### config.mk
export PLATFORM = sky130hd
export DESIGN_NAME = mcbsp_master_tx
export DESIGN_NICKNAME = d
export VERILOG_FILES = /design/src/rtl/mcbsp_master_tx.sv
export SDC_FILE = /design/constraint.sdc
export NUM_CORES = 1
export LEC_CHECK = 0
export CORE_AREA = 2 2 85 79
export DETAILED_ROUTE_END_ITERATION = 8
export DIE_AREA = 0 0 87 81
export GPL_TIMING_DRIVEN = 0
export PLACE_DENSITY = 0.75
export SKIP_LAST_GASP = 1
export SYNTH_ARGS = -nofsm -noshare
export SYNTH_HDL_FRONTEND = slang
export SYNTH_SLANG_ARGS = --single-unit
### constraint.sdc
create_clock -name mcbsp_clk_in -period 2.54 [get_ports mcbsp_clk_in]
set_clock_uncertainty 0.05 [all_clocks]
set_input_delay 0.508 -clock mcbsp_clk_in [delete_from_list [all_inputs] [get_ports mcbsp_clk_in]]
set_output_delay 0.508 -clock mcbsp_clk_in [all_outputs]
set_load 0.01 [all_outputs]
### src/rtl/mcbsp_master_tx.sv
// mcbsp_master_tx: McBSP master transmitter.
// Drives a gated bit clock, frame sync and MSB-first serial data towards a
// DSP receive port. Words come from a request/valid source through a
// one-word prefetch buffer. The clock stalls while the buffer is empty, and
// programmable lead/tail clocks frame the burst.
// Optional build macro: MCBSP_PARITY_EN appends an even-parity bit after
// the LSB of every word.
// All registers update on the falling edge of mcbsp_clk_in, so data and
// frame sync are stable around the DSP's rising-edge sampling point.

module mcbsp_master_tx #(
    parameter int WORD_W       = 8,
    parameter int NUM_W        = 9,
    parameter int LEAD_CLKS    = 4,
    parameter int TAIL_CLKS    = 2,
    parameter int FSR_ACT_HIGH = 1
) (
    input  logic              mcbsp_clk_in,
    input  logic              mcbsp_rst_n_in,
    input  logic [NUM_W-1:0]  cfg_word_num,
    input  logic [1:0]        cfg_data_dly,
    input  logic              frame_start,
    output logic              word_req,
    input  logic [WORD_W-1:0] word_data,
    input  logic              word_valid,
    output logic              mcbsp_master_clkr,
    output logic              mcbsp_master_fsr,
    output logic              mcbsp_master_miso,
    output logic              busy,
    output logic              frame_done,
    output logic              underrun
);

    typedef enum logic [2:0] {
        IDLE,
        LEAD,
        SLOT,
        STALL,
        TAIL
    } state_t;

    localparam logic [5:0] WORD_LEN  = 6'(WORD_W);
`ifdef MCBSP_PARITY_EN
    localparam logic [5:0] PAR_LEN   = 6'd1;
`else
    localparam logic [5:0] PAR_LEN   = 6'd0;
`endif
    localparam logic [5:0] LEAD_LAST = 6'(LEAD_CLKS - 1);
    localparam logic [5:0] TAIL_LAST = (TAIL_CLKS > 0) ? 6'(TAIL_CLKS - 1) : 6'd0;
    localparam logic       FSR_ON    = (FSR_ACT_HIGH != 0);

    state_t              state_q, state_nxt;
    logic [5:0]          cnt_q, cnt_nxt;
    logic [NUM_W-1:0]    wcnt_q, wcnt_nxt;
    logic [NUM_W-1:0]    num_q, num_nxt;
    logic [1:0]          dly_q, dly_nxt;
    logic [WORD_W-1:0]   shift_q, shift_nxt;
    logic [WORD_W-1:0]   buf_q, buf_nxt;
    logic                buf_full_q, buf_full_nxt;
    logic                pend_q, pend_nxt;
    logic                req_q, req_nxt;
    logic                clk_en_q, clk_en_nxt;
    logic                fsr_on_q, fsr_on_nxt;
    logic                miso_q, miso_nxt;
    logic                busy_q, busy_nxt;
    logic                done_q, done_nxt;
    logic                underrun_q, underrun_nxt;
`ifdef MCBSP_PARITY_EN
    logic                parity_q, parity_nxt;
`endif

    logic                accept;
    logic                load;
    logic [NUM_W-1:0]    load_idx;
    logic [5:0]          dly6;
    logic [5:0]          slot_last;
    logic [5:0]          c_next;

    assign dly6      = {4'd0, dly_q};
    assign slot_last = dly6 + WORD_LEN + PAR_LEN - 6'd1;
    assign c_next    = cnt_q + 6'd1;
    assign accept    = word_valid & pend_q & ~req_q;

    // Next-state, handshake and serial output logic
    always_comb begin
        state_nxt    = state_q;
        cnt_nxt      = cnt_q;
        wcnt_nxt     = wcnt_q;
        num_nxt      = num_q;
        dly_nxt      = dly_q;
        shift_nxt    = shift_q;
        buf_nxt      = buf_q;
        buf_full_nxt = buf_full_q;
        pend_nxt     = pend_q;
        req_nxt      = 1'b0;
        clk_en_nxt   = clk_en_q;
        fsr_on_nxt   = 1'b0;
        miso_nxt     = miso_q;
        busy_nxt     = busy_q;
        done_nxt     = 1'b0;
        underrun_nxt = 1'b0;
`ifdef MCBSP_PARITY_EN
        parity_nxt   = parity_q;
`endif
        load         = 1'b0;
        load_idx     = wcnt_q;

        if (accept) begin
            buf_nxt      = word_data;
            buf_full_nxt = 1'b1;
            pend_nxt     = 1'b0;
        end

        case (state_q)
            IDLE: begin
                if (frame_start && !busy_q) begin
                    num_nxt    = cfg_word_num;
                    dly_nxt    = (cfg_data_dly == 2'd3) ? 2'd2 : cfg_data_dly;
                    busy_nxt   = 1'b1;
                    clk_en_nxt = 1'b1;
                    req_nxt    = 1'b1;
                    pend_nxt   = 1'b1;
                    wcnt_nxt   = '0;
                    cnt_nxt    = '0;
                    miso_nxt   = 1'b0;
                    state_nxt  = LEAD;
                end
            end

            LEAD: begin
                miso_nxt = 1'b0;
                if (cnt_q == LEAD_LAST) begin
                    if (buf_full_q) begin
                        load = 1'b1;
                    end else begin
                        state_nxt    = STALL;
                        clk_en_nxt   = 1'b0;
                        underrun_nxt = 1'b1;
                    end
                end else begin
                    cnt_nxt = c_next;
                end
            end

            SLOT: begin
                if (cnt_q == slot_last) begin
                    if (wcnt_q == num_q) begin
                        if (TAIL_CLKS == 0) begin
                            state_nxt  = IDLE;
                            clk_en_nxt = 1'b0;
                            busy_nxt   = 1'b0;
                            done_nxt   = 1'b1;
                            wcnt_nxt   = '0;
                            miso_nxt   = 1'b0;
                        end else begin
                            state_nxt = TAIL;
                            cnt_nxt   = '0;
                            miso_nxt  = 1'b0;
                        end
                    end else begin
                        wcnt_nxt = wcnt_q + NUM_W'(1);
                        if (buf_full_q) begin
                            load     = 1'b1;
                            load_idx = wcnt_q + NUM_W'(1);
                        end else begin
                            state_nxt    = STALL;
                            clk_en_nxt   = 1'b0;
                            underrun_nxt = 1'b1;
                        end
                    end
                end else begin
                    cnt_nxt = c_next;
                    if (c_next < dly6) begin
                        miso_nxt = 1'b0;
                    end else if (c_next < dly6 + WORD_LEN) begin
                        miso_nxt  = shift_q[WORD_W-1];
                        shift_nxt = {shift_q[WORD_W-2:0], 1'b0};
                    end else begin
`ifdef MCBSP_PARITY_EN
                        miso_nxt = parity_q;
`else
                        miso_nxt = 1'b0;
`endif
                    end
                end
            end

            STALL: begin
                if (buf_full_q) begin
                    load = 1'b1;
                end
            end

            TAIL: begin
                miso_nxt = 1'b0;
                if (cnt_q == TAIL_LAST) begin
                    state_nxt  = IDLE;
                    clk_en_nxt = 1'b0;
                    busy_nxt   = 1'b0;
                    done_nxt   = 1'b1;
                    wcnt_nxt   = '0;
                end else begin
                    cnt_nxt = c_next;
                end
            end

            default: begin
                state_nxt = IDLE;
            end
        endcase

        // Slot entry: the first slot cycle already carries the MSB when the
        // data delay is zero, so the shift register is pre-advanced here.
        if (load) begin
            state_nxt    = SLOT;
            cnt_nxt      = '0;
            clk_en_nxt   = 1'b1;
            fsr_on_nxt   = 1'b1;
            buf_full_nxt = 1'b0;
`ifdef MCBSP_PARITY_EN
            parity_nxt   = ^buf_q;
`endif
            if (dly_q == 2'd0) begin
                miso_nxt  = buf_q[WORD_W-1];
                shift_nxt = {buf_q[WORD_W-2:0], 1'b0};
            end else begin
                miso_nxt  = 1'b0;
                shift_nxt = buf_q;
            end
            if (load_idx != num_q) begin
                req_nxt  = 1'b1;
                pend_nxt = 1'b1;
            end
        end
    end

    // State and output registers, falling-edge clocked with async reset
    always_ff @(negedge mcbsp_clk_in or negedge mcbsp_rst_n_in) begin
        if (!mcbsp_rst_n_in) begin
            state_q    <= IDLE;
            cnt_q      <= '0;
            wcnt_q     <= '0;
            num_q      <= '0;
            dly_q      <= '0;
            shift_q    <= '0;
            buf_q      <= '0;
            buf_full_q <= 1'b0;
            pend_q     <= 1'b0;
            req_q      <= 1'b0;
            clk_en_q   <= 1'b0;
            fsr_on_q   <= 1'b0;
            miso_q     <= 1'b0;
            busy_q     <= 1'b0;
            done_q     <= 1'b0;
            underrun_q <= 1'b0;
`ifdef MCBSP_PARITY_EN
            parity_q   <= 1'b0;
`endif
        end else begin
            state_q    <= state_nxt;
            cnt_q      <= cnt_nxt;
            wcnt_q     <= wcnt_nxt;
            num_q      <= num_nxt;
            dly_q      <= dly_nxt;
            shift_q    <= shift_nxt;
            buf_q      <= buf_nxt;
            buf_full_q <= buf_full_nxt;
            pend_q     <= pend_nxt;
            req_q      <= req_nxt;
            clk_en_q   <= clk_en_nxt;
            fsr_on_q   <= fsr_on_nxt;
            miso_q     <= miso_nxt;
            busy_q     <= busy_nxt;
            done_q     <= done_nxt;
            underrun_q <= underrun_nxt;
`ifdef MCBSP_PARITY_EN
            parity_q   <= parity_nxt;
`endif
        end
    end

    // clk_en only changes while mcbsp_clk_in is low, so the AND gate
    // passes whole high phases and never produces a runt pulse.
    assign mcbsp_master_clkr = mcbsp_clk_in & clk_en_q;
    assign mcbsp_master_fsr  = fsr_on_q ? FSR_ON : ~FSR_ON;
    assign mcbsp_master_miso = miso_q;
    assign word_req          = req_q;
    assign busy              = busy_q;
    assign frame_done        = done_q;
    assign underrun          = underrun_q;

endmodule

==> qor.txt <==
# hold bufs at CTS - 0
sw frac - 0.404
gr usage total - 0.234
Residual DRC - 0
CP Capture Type - output pin
synth warn - 0
number of antenna diodes - 0
Lkg Pwr - 1.99 nW
Netlist cell types - 57
I/O Buffers - 29
Post-synth ARST share - 1.00
routed vias/inst - 5.82
Cell Count, Final, Fillers Out - 471
most frequent cells in the layout - dfrtn_1 (54), buf_4 (32), nand2_1 (23), nor2_1 (19), clkdlybuf4s50_1 (19)
DP Worst Slack - -887 ps
Max-Cap Viols - 0
R2R setup slack - -250 ps
CP delay by family, top - flip-flops
fraction of layout cells with a size suffix above 1 - 0.354
DR vias - 2743
TritonRoute pass-1 iters - 4
vias in the first global route - 2646
power share of the combinational group - 0.594
outcome - finished with violations
post-route ant nets - 0
cell at the slowest stage of the critical path - dfrtn_1
sequential share of power - 0.271
Rel. slew slack - 0.308
Arrival @ worst endpoint - 2380 ps
WL/cell - 17.4 um
TNS Setup - -4630 ps
GPL Wtd Cong - 0.874
clock share of power - 0.135
largest net degree at the start of global routing - 33
setup repair after global routing missed its margin - true
Mapped Cells - 316
Critical Path RT - 1980 ps
Inst Count DP - 421
commonest non-fill, non-tap cell in the layout - dfrtn_1
switching pwr - 2.03 mW
post-route setup slack - -397 ps
post-synthesis area per instance - 9.91 um^2
Max Slew Vio Count - 0
Initial Util - 0.500
die area - 7050 um^2
global-route wire length before repair - 12700 um
CP startpoint kind - flip-flop
WS Path Type - flip-flop to output pin
die height - 81 um
row count - 28
number of synthesized flops with an enable pin - 0
Power Total - 5.02 mW
Post-Layout Inst Area - 4260 um^2
Peak VDD IR - 0.000601 V
internal power - 2.99 mW
DPL Wire Length - 4820 um
drt total wl - 8210 um
clock transition at the registers of the reported paths - 70 ps
Die X - 87 um
Setup violations, final - 30
synthesized cell area - 3130 um^2
CTS tree - yes
crit-path max cell delay - 430 ps
worst skew pair latency - 440 ps
HP Class - flip-flop to flip-flop
ys flop type - dfrtn_1
Pwr Density - 1180 nW/um^2
failing checks - negative setup slack
Hold Vio Cnt, Final - 0
P&R area growth vs syn - 35.9%
grt total ovfl - 0
Placed Area - 3620 um^2
Core Area - 6270 um^2
Final Util - 0.679
CP max FO - 2
crit-path cells - and2_1 > buf_2
I/O Pins - 30
syn nets - 345
Initial DRC Count - 233
Crit path buffers/inverters - 1
slew at the pin closest to its max-slew limit - 1030 ps
register bit count reported by yosys - 54
Hold Slack - 398 ps
fin nets - 424
initial antenna violation count - 0
sequential element share of the synthesized area - 0.431
[cells in the mapped netlist (2+ instances only)]
master / count / area share
nand3b_1: 4 / 0.0096
dfrtn_1: 54 / 0.43
or4_4: 2 / 0.0072
a31oi_1: 3 / 0.0060
inv_1: 14 / 0.017
mux2_2: 19 / 0.068
o21ai_0: 7 / 0.011
xnor2_1: 7 / 0.020
mux2i_1: 8 / 0.026
nand2_1: 26 / 0.031
and2_1: 2 / 0.0040
nand2b_1: 5 / 0.010
and3_1: 6 / 0.012
buf_2: 3 / 0.0048
nor2_1: 20 / 0.024
o31ai_1: 2 / 0.0048
a211o_1: 2 / 0.0056
nand3_1: 21 / 0.034
or3_1: 2 / 0.0040
a211oi_1: 7 / 0.017
nor2b_1: 10 / 0.020
nor3_1: 8 / 0.013
buf_6: 3 / 0.011
a22o_2: 2 / 0.0064
o22ai_1: 4 / 0.0080
ha_1: 6 / 0.024
and2b_2: 2 / 0.0056
a21o_1: 2 / 0.0048
a21oi_1: 17 / 0.027
o2111ai_4: 2 / 0.017
xor2_1: 16 / 0.045
clkbuf_1: 5 / 0.0060
[sequential cells by signal (all words and copies together) (netlist names), 2 cells and up]
| register | flops |
|---|---|
| state_q | 3 |
| shift_q | 8 |
| wcnt_q | 9 |
| num_q | 9 |
| buf_q | 8 |
| dly_q | 2 |
| cnt_q | 6 |
[power groups by stage]
stage,sequential (mW),combinational (mW),clock (mW)
after CTS,1.34,2.59,0.686
final,1.36,2.98,0.680
after detailed placement,1.40,2.03,0.0526
after global placement,1.39,1.96,0.0526
after global routing,1.39,3.20,0.721
after floorplan,1.35,1.60,0.0219
[logic make-up after synthesis]
family,count (synthesis),share of synthesized area
xor gates and xnor gates,23,0.0643
and+or+nand+nor,116,0.195
AOI/OAI and AO/OA,62,0.146
adders and majority gates,6,0.0240
DFF,54,0.431
buffers and inverters,28,0.0451
muxes,27,0.0939
[timing repair]
action                     CTS  global route
resized for setup           61            28
setup buffers               25            12
gates cloned                 3             0
setup endpoints to repair   58            39
pin swaps                   15            22
[path summary, 6_finish.rpt]
path / startpoint / to / cells past startpoint
max reg2reg: wcnt_q[8] / cnt_q[0] / 7
min in group asynchronous: mcbsp_rst_n_in / shift_q[2] / 1
min reg2reg: dly_q[0] / dly_q[0] / 2
max in group asynchronous: mcbsp_rst_n_in / wcnt_q[0] / 2
min: dly_q[0] / dly_q[0] / 2
max: clk_en_q / mcbsp_master_clkr / 2
[per-layer routing]
metal / part of all wire / up-vias / wire (um) / track usage
met5: 0 / - / 0 / 0
met4: 0.030 / 0 / 246 / 0.119
met3: 0.050 / 25 / 409 / 0.0518
met2: 0.49 / 97 / 4020 / 0.371
met1: 0.43 / 1345 / 3530 / 0.300
li1: - / 1276 / - / -
[final cells by class]
cell class                 count  area (um^2)
fill                         449         2010
multi-input combinational    234         1890
sequential                    54         1350
timing repair buffer          68          581
buffer                        13          136
clock buffer                   9          115
tap                           75         93.8
inverter                      15         63.8
clock inverter                 3         25.0
[worst min-delay path: stages, from the launching register on]
cell,delay [ps]
dfrtn_1,430
nand2_1,50
o21ai_0,60
No activity file was read; power rests on OpenSTA's default activity.
